<file path="src/rtl/pipelined_adder.sv">
// ---------------------------------------------------------------------------
// pipelined_adder
//   WIDTH-bit adder/subtractor whose carry chain is cut into SEG-bit segments,
//   one register stage per segment (STAGES = WIDTH/SEG). Stage k resolves
//   segment k using the carry registered by stage k-1. Operand bits that are
//   not yet consumed travel forward with the beat, and finished sum segments
//   ride along in the same word, so every segment leaves the last stage
//   aligned. The valid/ready handshake stalls the whole pipe as one unit.
//
// Ports
//   clk        clock, all state on the rising edge
//   rst        synchronous reset, active-high
//   in_valid   operand beat valid
//   in_ready   beat can be accepted this cycle (= pipeline advance)
//   a, b       operands
//   cin        carry-in (borrow chain input in subtract mode)
//   sub        0: a + b + cin, 1: a + ~b + cin
//   out_valid  result valid
//   out_ready  downstream accepts the result this cycle
//   sum        result modulo 2^WIDTH
//   cout       raw carry out of the MSB (1 = no borrow when subtracting)
//   ovf        signed two's-complement overflow
//   zero       sum == 0
// ---------------------------------------------------------------------------
module pipelined_adder #(
   parameter int WIDTH = 32,
   parameter int SEG   = 8
) (
   input  logic             clk,
   input  logic             rst,
   input  logic             in_valid,
   output logic             in_ready,
   input  logic [WIDTH-1:0] a,
   input  logic [WIDTH-1:0] b,
   input  logic             cin,
   input  logic             sub,
   output logic             out_valid,
   input  logic             out_ready,
   output logic [WIDTH-1:0] sum,
   output logic             cout,
   output logic             ovf,
   output logic             zero
);
   localparam int STAGES = WIDTH / SEG;

   if ((SEG < 1) || (WIDTH < SEG) || (WIDTH % SEG != 0)) begin : g_cfg_err
      $error("pipelined_adder: WIDTH (%0d) must be a nonzero multiple of SEG (%0d)",
             WIDTH, SEG);
   end

   logic             adv;
   logic [WIDTH-1:0] b_eff;

   // Whole pipe moves together: it may advance whenever the output slot is
   // empty or being drained this cycle.
   assign adv      = !out_valid || out_ready;
   assign in_ready = adv;
   assign b_eff    = sub ? ~b : b;

   for (genvar k = 0; k < STAGES; k++) begin : g_stage
      localparam int LO = k * SEG;       // lowest bit handled here
      localparam int YW = WIDTH - LO;    // B bits still unconsumed on entry

      // x word: bits below LO are finished sum, bits from LO up are operand A.
      logic [WIDTH-1:0] x_in;
      logic [WIDTH-1:0] x_d;
      logic [WIDTH-1:0] x_q;
      logic [YW-1:0]    y_in;
      logic             c_in;
      logic             v_in;
      logic [SEG-1:0]   seg_s;
      logic             seg_c;
      logic             vld_q;
      logic             c_q;

      if (k == 0) begin : g_src
         assign x_in = a;
         assign y_in = b_eff;
         assign c_in = cin;
         assign v_in = in_valid;
      end else begin : g_src
         assign x_in = g_stage[k-1].x_q;
         assign y_in = g_stage[k-1].g_fwd.y_q;
         assign c_in = g_stage[k-1].c_q;
         assign v_in = g_stage[k-1].vld_q;
      end

      assign {seg_c, seg_s} = {1'b0, x_in[LO +: SEG]} + {1'b0, y_in[SEG-1:0]}
                            + {{SEG{1'b0}}, c_in};

      always_comb begin
         x_d            = x_in;
         x_d[LO +: SEG] = seg_s;
      end

      // Data registers load on every advance, bubbles included; only the
      // valid bit distinguishes a bubble.
      always_ff @(posedge clk) begin
         if (rst) begin
            vld_q <= 1'b0;
            x_q   <= '0;
            c_q   <= 1'b0;
         end else if (adv) begin
            vld_q <= v_in;
            x_q   <= x_d;
            c_q   <= seg_c;
         end
      end

      if (k < STAGES - 1) begin : g_fwd
         // Skew register: the B segments later stages still need.
         logic [YW-SEG-1:0] y_q;
         always_ff @(posedge clk) begin
            if (rst)      y_q <= '0;
            else if (adv) y_q <= y_in[YW-1:SEG];
         end
      end else begin : g_out
         // Final segment holds both operand MSBs, so the flags are formed
         // here and registered alongside the sum.
         logic ovf_q;
         logic zero_q;
         always_ff @(posedge clk) begin
            if (rst) begin
               ovf_q  <= 1'b0;
               zero_q <= 1'b0;
            end else if (adv) begin
               ovf_q  <= (x_in[WIDTH-1] == y_in[SEG-1]) &&
                         (seg_s[SEG-1] != x_in[WIDTH-1]);
               zero_q <= (x_d == '0);
            end
         end
      end
   end

   assign out_valid = g_stage[STAGES-1].vld_q;
   assign sum       = g_stage[STAGES-1].x_q;
   assign cout      = g_stage[STAGES-1].c_q;
   assign ovf       = g_stage[STAGES-1].g_out.ovf_q;
   assign zero      = g_stage[STAGES-1].g_out.zero_q;

endmodule

</file>
<file path="config.mk">
export PLATFORM = sky130hd
export DESIGN_NAME = pipelined_adder
export DESIGN_NICKNAME = d
export VERILOG_FILES = /design/src/rtl/pipelined_adder.sv
export SDC_FILE = /design/constraint.sdc
export NUM_CORES = 1
export LEC_CHECK = 0
export BUFFER_PORTS_ARGS = -buffer_cell sky130_fd_sc_hd__buf_2
export CAP_MARGIN = 20
export CORE_MARGIN = 2
export CORE_UTILIZATION = 40
export CTS_CLUSTER_DIAMETER = 60
export DETAILED_ROUTE_END_ITERATION = 8
export PLACE_DENSITY_LB_ADDON = 0.1
export SYNTH_ARGS = -nofsm -noshare
export SYNTH_HDL_FRONTEND = slang
export SYNTH_SLANG_ARGS = --single-unit
</file>
<file path="constraint.sdc">
create_clock -name clk -period 2.7 [get_ports clk]
set_input_delay 0.135 -clock clk [delete_from_list [all_inputs] [get_ports clk]]
set_output_delay 0.135 -clock clk [all_outputs]
set_load 0.005 [all_outputs]
</file>
; After elaboration in Yosys (flattened, before gate mapping)
; Index checks and enable logic that the tools add are counted.
[classes]
n_addsub = 8
n_eq_ne = 2
mux = 1
n_bitwise = 1
n_reduce_logical = 4
[ops]
columns = operator, count
row1 = adder 8 x 8 -> 9 bit, 4
row2 = adder 9 x 1 -> 9 bit, 4
row3 = logical NOT 32 bit, 1
row4 = 2-to-1 mux 32 bit, 1
row5 = inverter 32 bit, 1
row6 = equality test 1 bit, 1
row7 = logical AND 1 bit, 1
row8 = logical NOT 1 bit, 1
row9 = logical OR 1 bit, 1
row10 = != test 1 bit, 1
[word_totals]
ff_bits = 186
elab_cells = 33

; Longest topological paths before layout
; Gate-level depths: netlist of the first run.
[logic_depth]
word_depth = 4
depth_mapped = 12
depth_no_buf = 10

; Least setup slack after synthesis of the first run
; OpenSTA, ideal clock, no wires.
[synth_timing]
path_type = reg2reg
start = register g_stage[2].x_q[24]
end = register g_stage[3].g_out.zero_q (netlist: zero)
arrival_ns = 2.683
slack_ns = -0.053
path_stages_with_launch = 9
cell_sequence = dfxtp_1 > fa_1 > fa_1 > a211o_1 > o21ai_2 > xnor2_1 > or4_1 > or4b_1 > a21oi_1
[synth_via]
elab_chain_cells = 3
[synth_rtl]
columns = item, line_no
row1 = "start, declared", 67  ; logic [WIDTH-1:0] x_q;
row2 = "start signal, assigned", 101  ; x_q <= '0;
row3 = "start signal, assigned", 105  ; x_q <= x_d;
row4 = adder 8 x 8 -> 9 bit, 88  ; assign {seg_c, seg_s} = {1'b0, x_in[LO +: SEG]} + {1'b0, y_in[SEG-1:0]}
row5 = adder 9 x 1 -> 9 bit, 89  ; + {{SEG{1'b0}}, c_in};
row6 = logical NOT 32 bit, 129  ; zero_q <= (x_d == '0);
row7 = "end signal, assigned", 129
row8 = "end, declared", 121  ; logic zero_q;
; Every way passes these cells.
; A chain may end at the register's enable or synchronous reset.

; Worst setup path in the final report of the first run
; Same ends and word-level chain as after synthesis.

==> flow_summary.toml, run 1 <==
[timing]
drv_slew = 0
skew_ns = 0.009441
finalHoldViolCount = 0
finalSetupViolCount = 0
max_freq_mhz = 373.7
tightest_slew_ns = 0.6606
slew_headroom = 0.5596
fin_crit_sh = 0.9910
rsz0062_at_grt = "true"
fin_crit_ns = 2.676

[critical_path]
timing.rr.end = "zero$_SDFFE_PP0P_"
r2r_start = "g_stage[2].x_q[24]$_SDFFE_PP0P_"
cp.arrival_ns = 3.03
required_ns = 3.05
critPathCaptureType = "register"
ff2ff_setup_slack_ns = 0.02
path_class = "reg -> reg"
worstPathMaxFanout = 2
startpoint_type = "register"
worstRegToRegCells = 8

[cts]
path_clk_slew_ns = 0.06
cts_buffers = 17
cts_tree = "built"
clock_latency_ns = 0.43
cts_sinks = 186
cts-root-buf = "clkbuf_16"
htreeDepth = 4
clk_path_buf_depth = 2

[route]
drc = 0
wirelength_um = 18310
wl_per_cell_um = 13.34
drt-initial-drc-count = 284
vias = 6562
viasPerCell = 4.779
dr.pass1.iters = 4
ant_nets = 0

[power]
powerDensity_mw_per_mm2 = 639.1
leakage_nw = 4.144
ir_drop_mv = 0.4447

[yosys]
syn_avg_cell_area_um2 = 8.138
yosys.area.top_type = "dfxtp_1"
syn_nets = 1076
ys.flop_type = "dfxtp_1"
yosysUniqueCellTypes = 35
synth_top_area_frac = 0.4717
synthCells = 970
ys_seq_area_frac = 0.4717
ys_ff_latch = 186
syn_area_mm2 = 0.007894
yosys_warnings = 0
yosysMostFrequentCell = "nand2_1"
synth_commonest_cells = "293 x nand2_1, 186 x dfxtp_1, 151 x a21oi_1"
synth_area_leaders = "dfxtp_1 47%, nand2_1 14%, a21oi_1 9.6%"
async_flop_share = 0
synth-edff-count = 0

[place]
post_dp_cell_area_mm2 = 0.008690
gp_congestion = 0.7753
port_buffers = 106
dp_hpwl_um = 12120

[floorplan]
num_rows = 51
start_util = 0.4069
coreArea_mm2 = 0.01940
die_w_um = 144.5
ios = 107
die_h_um = 144.5
dieArea_mm2 = 0.02087

[grt]
antenna_found_initial = 0
grtUsageTotal = 0.1808
grt_pass1_wl_um = 29920
grt_pass1_vias = 6048
grt_max_degree = 85
overflow = 0

[final_layout]
n_antenna_cell = 0
postLayoutCoreUtil = 0.5039
area_growth_pct = 23.82
final_nets = 1201
design_area_mm2 = 0.009774
drive_gt1_frac = 0.1552

[min_path]
holdCritStartpoint = "b[27]"
hold_path_depth = 3
min_to = "g_stage[0].g_fwd.y_q[19]$_SDFFE_PP0P_"
hold_class = "in -> reg"

[run]
maxCapViolations = 0

[run_status]
status = "complete, no violations"
[cells by family (layout without fill, tap and decap cells)]
logic type               count (synthesis)  after routing  share of synthesized area
AO/OA/AOI/OAI                          222            222                     0.1606
XOR/XNOR                                50             50                    0.05548
buffers and inverters                   85            223                    0.04042
flip-flops                             186            186                     0.4717
adder cells (fa/ha/maj)                 36             36                    0.06467
AND/OR/NAND/NOR                        387            387                     0.2019
multiplexers                             4              4                   0.005231
[report_power, final]
part | internal [mW] | switching (mW)
Sequential | 2.93 | 0.116
Combinational | 0.360 | 0.361
Clock | 1.39 | 1.09
Total | 4.68 | 1.56
[through the flow]
stage | setup TNS [ns] | worst slack [ns] | power, mW | hold WS, ns | instances
final | 0 | 0.02439 | 6.246 | 0.01938 | 1373
after global routing | -0.1165 | -0.08409 | 6.553 | 0.01082 | 1373
after CTS | -0.05796 | -0.05796 | 6.318 | 0.00007339 | 1373
after detailed placement | -0.06133 | -0.06133 | 3.771 | 0.3844 | 1291
after global placement | -0.02370 | -0.02370 | 3.766 | 0.3840 | 1291
after floorplan | 0 | 0.05263 | 3.537 | 0.2755 | 970
[cell type report]
type	instances	area (µm²)
Tap cell	265	331.6
Inverter	19	76.32
Sequential cell	186	3726
Clock buffer	18	439.2
Clock inverter	14	143.9
Fill cell	2053	9624
Timing Repair Buffer	172	1177
Multi-Input combinational cell	699	3880
[worst max-delay path by stage]
stage | cells after the start | startpoint | slack, ns | endpoint
floorplan | 8 | g_stage[2].x_q[24]$_SDFFE_PP0P_ | 0.05 | zero$_SDFFE_PP0P_
global placement | 8 | g_stage[2].x_q[24]$_SDFFE_PP0P_ | -0.02 | zero$_SDFFE_PP0P_
detailed placement | 8 | g_stage[2].x_q[24]$_SDFFE_PP0P_ | -0.06 | zero$_SDFFE_PP0P_
CTS | 8 | g_stage[2].g_fwd.y_q[0]$_SDFFE_PP0P_ | -0.06 | zero$_SDFFE_PP0P_
global route | 8 | g_stage[2].x_q[24]$_SDFFE_PP0P_ | -0.08 | zero$_SDFFE_PP0P_
finish | 8 | g_stage[2].x_q[24]$_SDFFE_PP0P_ | 0.02 | zero$_SDFFE_PP0P_
[registers in the layout (all words and copies together), names as in the netlist]
signal / flops
g_stage.g_fwd.y_q: 48
zero: 1
g_stage.c_q: 3
out_valid: 1
g_stage.vld_q: 3
sum: 32
g_stage.x_q: 96
cout: 1
ovf: 1
[placed cells by master (no fill, tap or decap), types with 8 or more instances in the layout]
master and count:
or3_1 9, a211oi_1 38, nor3_1 11, nand3b_1 11, xnor2_1 35, dfxtp_1 184, o21ai_0 8, inv_1 18
dlygate4sd3_1 43, a21o_1 9, ha_1 28, xor2_1 14, a21oi_1 151, nand2_1 292, nor2_1 41, buf_4 20
clkbuf_16 17, buf_2 105
[worst max-delay path: stages (launching register included)]
cell,delay [ns]
dfxtp_2,0.33
fa_2,0.41
fa_2,0.36
a211o_1,0.30
o21ai_2,0.07
xnor2_1,0.08
or4_1,0.46
or4b_1,0.47
a21oi_1,0.12
[layer usage]
| layer | wire (µm) | GRT usage | share of wire | up-vias |
|---|---|---|---|---|
| met5 | 0 | 0 | 0 | - |
| met4 | 252 | 0.05365 | 0.014 | 0 |
| met3 | 532 | 0.03278 | 0.029 | 16 |
| met2 | 7720 | 0.2709 | 0.42 | 101 |
| met1 | 9808 | 0.2647 | 0.54 | 2957 |
| li1 | - | - | - | 3488 |
[what timing repair did]
item,in CTS,in global routing
resized for setup,2,3
buffers inserted,7,0
setup endpoints to repair,1,2
hold buffers,43,0
pin swaps,7,6
hold endpoints to repair,45,0
Note: power is estimated with default switching activity, not from simulation.
==> inputs of run 2 (changes only) <==
- CORE_ASPECT_RATIO: unset -> 0.75
==> run 2 against run 1 <==
Compared with the run above: cell area down 1.7%; cell count down 2.0%; non-clock buffer count is 16 lower; sequential power about the same; sequential cell count is the same; count of clock-buffer cells in the layout grew 3; routed wire length increased by 3.1%; clock power is essentially flat; global-route usage is 0.41 points higher; power fell by 0.84%; critical path type unchanged; largest cell class unchanged; largest power group unchanged.
==> flow_summary.toml, run 2 (synthesis gave the netlist of run 1 again) <==
[final_layout]
area_growth_pct = 21.70
finalNonFillerCells = 1345
design_area_mm2 = 0.009607
mostFrequentLayoutCell = "nand2_1"
largest_reg_flops = 96
num-fill-cells = 1955
n_antenna_cell = 0
seq_area_mm2 = 0.003725
drive_gt1_frac = 0.1447
final_cell_mix = "293 x nand2_1, 185 x dfxtp_1, 151 x a21oi_1, 105 x buf_2, 41 x nor2_1"
largest-register = "g_stage.x_q"
multi_input_area_mm2 = 0.003877
final_nets = 1185

[route]
viasPerCell = 4.911
vias = 6605
dr.pass1.iters = 5
drc = 0
wl_per_cell_um = 14.04
ant_nets = 0
wirelength_um = 18880
drt-initial-drc-count = 416

[critical_path]
slowest_stage = "or4b_1"
r2r_start = "g_stage[2].g_fwd.y_q[0]$_SDFFE_PP0P_"
worstPathMaxFanout = 2
ff2ff_setup_slack_ns = 0.009
path_cells = "fa_2 -> fa_2 -> a211o_1 -> o21ai_2 -> xnor2_1 -> or4_1 -> or4b_1 -> a21oi_1"
startpoint_type = "register"
cpPeakStageDelay_ns = 0.50
path_class = "reg -> reg"
timing.rr.end = "zero$_SDFFE_PP0P_"
cp.arrival_ns = 3.05
crit_path_frequent_cell = "fa_2"
required_ns = 3.06
worstRegToRegCells = 8
critPathCaptureType = "register"

[grt]
grt_pass1_wl_um = 31360
overflow = 0
antenna_found_initial = 0
grtUsageTotal = 0.1850
grt_max_degree = 115
grt_pass1_vias = 6386

[place]
post_dp_cell_area_mm2 = 0.008652
dp_hpwl_um = 12550
port_buffers = 106
gp_congestion = 0.7851
placedCellCount = 1276

[min_path]
holdCritStartpoint = "b[15]"
min_to = "g_stage[0].g_fwd.y_q[7]$_SDFFE_PP0P_"
hold_class = "in -> reg"
hold_path_depth = 3

[run_status]
status = "complete, no violations"

[timing]
finalHoldViolCount = 0
skew_ns = 0.005894
slew_headroom = 0.5167
max_freq_mhz = 371.6
drv_slew = 0
fin_crit_ns = 2.691
finalSetupViolCount = 0
setup_tns_ns = 0
fin_crit_sh = 0.9966
tightest_slew_ns = 0.7249
rsz0062_at_grt = "true"

[cts]
clock_latency_ns = 0.43
cts_buffers = 17
htreeDepth = 4
clk_path_buf_depth = 2
path_clk_slew_ns = 0.06
cts_sinks = 186
cts_tree = "built"
cts-root-buf = "clkbuf_16"

[power]
powerDensity_mw_per_mm2 = 644.8
ir_drop_mv = 0.3641
power_mw = 6.194
leakage_nw = 4.057

[floorplan]
die_h_um = 125.7
coreArea_mm2 = 0.01932
num_rows = 44
die_w_um = 166.2
dieArea_mm2 = 0.02089
start_util = 0.4085
ios = 107

[run]
maxCapViolations = 0
run 2: cell types whose count changed in the layout (fill, tap and decap cells not counted), moves of 3 or more:
cell | previous run | this run
clkbuf_1 | 0 | 3
dlygate4sd3_1 | 43 | 36
buf_4 | 20 | 11
inv_6 | 5 | 2
run 2: power by group:
part / internal, mW / switching, mW / total [mW]
logic: 0.340 / 0.362 / 0.702
clock network: 1.39 / 1.06 / 2.45
registers: 2.93 / 0.116 / 3.04
run 2: final cells by class:
cell class,instances,area share
multi-input combinational,699,0.4036
sequential,186,0.3877
timing repair buffer,156,0.1082
clock buffer,21,0.04689
tap,253,0.03295
clock inverter,11,0.01263
inverter,19,0.007945
run 2: how the worst max path moves through the flow:
stage | cells past startpoint | from | to | slack [ns]
2_1_floorplan | 8 | g_stage[2].x_q[24]$_SDFFE_PP0P_ | zero$_SDFFE_PP0P_ | 0.05
3_3_place_gp | 8 | g_stage[2].x_q[24]$_SDFFE_PP0P_ | zero$_SDFFE_PP0P_ | -0.06
3_5_place_dp | 8 | g_stage[2].x_q[24]$_SDFFE_PP0P_ | zero$_SDFFE_PP0P_ | -0.06
4_1_cts | 8 | g_stage[2].g_fwd.y_q[0]$_SDFFE_PP0P_ | zero$_SDFFE_PP0P_ | -0.05
5_1_grt | 8 | g_stage[2].g_fwd.y_q[0]$_SDFFE_PP0P_ | zero$_SDFFE_PP0P_ | -0.09
6_report | 8 | g_stage[2].g_fwd.y_q[0]$_SDFFE_PP0P_ | zero$_SDFFE_PP0P_ | 0.009
run 2: metrics by stage:
| stage | utilization | worst slack [ns] | hold slack [ns] |
|---|---|---|---|
| 2_1_floorplan | - | 0.05263 | 0.2755 |
| 3_3_place_gp | 0.4477 | -0.05588 | 0.3830 |
| 3_5_place_dp | 0.4477 | -0.05637 | 0.3827 |
| 4_1_cts | 0.4968 | -0.04559 | 0.003591 |
| 5_1_grt | 0.4972 | -0.08885 | 0.02581 |
| 6_report | 0.4972 | 0.009141 | 0.02245 |
run 2: routing by layer:
layer  up-vias  wire [µm]  GRT usage
met5         -          0          0
met4         0        146    0.05172
met3        12        716    0.03740
met2        83       8713     0.3039
met1      3056       9306     0.2498
li1       3454          -          -
run 2: repair_timing:
action / 4_1_cts / 5_1_grt
buffers inserted: 1 / 0
gates resized for setup: 2 / 1
hold endpoints to repair: 36 / 0
setup endpoints to repair: 1 / 1
hold buffers: 36 / 0
gates cloned: 0 / 0
pin swaps: 4 / 2
run 2: worst max-delay path: cells and delay by family (launching register included):
family                   cells  cell delay [ns]
AO/OA/AOI/OAI                3             0.48
flip-flops                   1             0.33
adder cells (fa/ha/maj)      2             0.75
XOR/XNOR                     1             0.09
AND/OR/NAND/NOR              2             0.98
==> inputs of run 3 (changes only) <==
- SETUP_SLACK_MARGIN: unset -> 0.15
==> run 3 against run 2 <==
Compared with the run above: power is 2.0% higher; non-clock buffer count is 4 lower; fmax is 3.3% higher; critical path type unchanged; worst setup slack better by 0.087 ns; cell area is 0.18% lower; hold slack worse by 0.011 ns.
==> flow_summary.toml, run 3 (synthesis gave the netlist of run 1 again) <==
[run_status]
status = "complete, no violations"

[power]
seqPwrFrac = 0.482
power.internal_mw = 4.670
ir_drop_mv = 0.3999
leakage_nw = 4.048
pwr-share-clk = 0.406
power_switching_share = 0.2607
p_switching_mw = 1.646
power_mw = 6.316
powerDensity_mw_per_mm2 = 658.7
comb_power_share = 0.112

[grt]
grtUsageMet2 = 0.2880
grt_pass1_wl_um = 31650
grtUsageTotal = 0.1862
grt_max_degree = 109
met3_usage = 0.03457
grt_pass1_vias = 6174
overflow = 0
antenna_found_initial = 0
busiest_layer = "met2"
grt_use_met1 = 0.2688

[final_layout]
area_growth_pct = 21.48
drive_gt1_frac = 0.1480
postLayoutCoreUtil = 0.4962
num-fill-cells = 1916
n_antenna_cell = 0
final_cell_mix = "293 x nand2_1, 184 x dfxtp_1, 151 x a21oi_1, 105 x buf_2, 41 x nor2_1"
multi_input_area_mm2 = 0.003877
largest_reg_flops = 96
mostFrequentLayoutCell = "nand2_1"
final_nets = 1181
largest-register = "g_stage.x_q"
seq_area_mm2 = 0.003726

[critical_path]
path_class = "reg -> reg"
cp.arrival_ns = 2.96
required_ns = 3.06
critPathCaptureType = "register"
worstPathMaxFanout = 2
startpoint_type = "register"

[place]
gp_congestion = 0.7968
port_buffers = 106
dp_hpwl_um = 12920

[timing]
tightest_slew_ns = 0.6844
whs_ns = 0.01120
finalSetupViolCount = 0
drv_slew = 0
fin_crit_sh = 0.9646
slew_headroom = 0.5395
skew_ns = 0.01164
finalHoldViolCount = 0
rsz0062_at_grt = "true"
fin_crit_ns = 2.604
max_freq_mhz = 384.0

[cts]
cts_tree = "built"
clk_path_buf_depth = 2
htreeDepth = 4
path_clk_slew_ns = 0.07
cts_sinks = 186
post-cts-setup-buffer-count = 0
clock_latency_ns = 0.43
cts-root-buf = "clkbuf_16"
cts_buffers = 17

[floorplan]
die_w_um = 166.2
die_h_um = 125.7
ios = 107
coreArea_mm2 = 0.01932
dieArea_mm2 = 0.02089
num_rows = 44
start_util = 0.4085

[min_path]
hold_class = "in -> reg"

[route]
dr.pass1.iters = 5
ant_nets = 0
drt-initial-drc-count = 401
wirelength_um = 19030
wl_per_cell_um = 14.19
drc = 0
vias = 6608
viasPerCell = 4.928

[run]
maxCapViolations = 0
## run 3: metal layers
| metal | share of wire | up-vias |
|---|---|---|
| li1 | - | 3458 |
| met1 | 0.52 | 3032 |
| met2 | 0.43 | 107 |
| met3 | 0.034 | 11 |
| met4 | 0.0094 | 0 |
| met5 | 0 | - |
## run 3: per-stage QoR
step	TNS (ns)	cell area (µm²)	setup WS, ns	instances
floorplan	0	7901	0.1273	970
global placement	0	8641	0.02617	1276
detailed placement	0	8641	0.04565	1276
CTS	0	9582	0.07088	1341
global route	-0.005474	9589	-0.005474	1341
finish	0	9589	0.09568	1341
## run 3: worst paths after layout
| path | slack, ns | cells past startpoint | end | start |
|---|---|---|---|---|
| setup / recovery | 0.1 | 8 | zero$_SDFFE_PP0P_ | g_stage[2].x_q[24]$_SDFFE_PP0P_ |
| hold / removal | 0.01 | 3 | g_stage[0].g_fwd.y_q[17]$_SDFFE_PP0P_ | b[25] |
| setup reg to reg | 0.1 | 8 | zero$_SDFFE_PP0P_ | g_stage[2].x_q[24]$_SDFFE_PP0P_ |
| hold reg to reg | 0.44 | 2 | g_stage[2].x_q[3]$_SDFFE_PP0P_ | g_stage[1].x_q[3]$_SDFFE_PP0P_ |
## run 3: final cells by class
cell class | count | area share
Clock buffer | 17 | 0.04436
Clock inverter | 15 | 0.01853
Inverter | 19 | 0.007959
Multi-Input combinational cell | 699 | 0.4044
Sequential cell | 186 | 0.3886
Tap cell | 253 | 0.03301
Timing Repair Buffer | 152 | 0.1032
## run 3: repair_timing
action | in CTS | in global routing
hold buffers | 33 | 0
resized for setup | 2 | 1
endpoints found under the hold margin | 33 | 0
endpoints found under the setup margin | 1 | 1
pin swaps | 6 | 1
## run 3: power groups by stage
| stage | Combinational, mW | Sequential, mW | Clock (mW) |
|---|---|---|---|
| floorplan | 0.469 | 3.07 | 0 |
| global placement | 0.673 | 3.11 | 0 |
| detailed placement | 0.676 | 3.11 | 0 |
| CTS | 0.719 | 3.05 | 2.62 |
| global route | 0.809 | 3.07 | 2.72 |
| finish | 0.706 | 3.04 | 2.57 |
## run 3: critical path, stage by stage, from the launching register on
cell and delay [ns]:
dfxtp_2 0.33, fa_2 0.39, fa_2 0.38, a211o_1 0.30, o21ai_2 0.07, xnor2_1 0.09, or4_1 0.38, or4b_1 0.46
a21oi_1 0.12
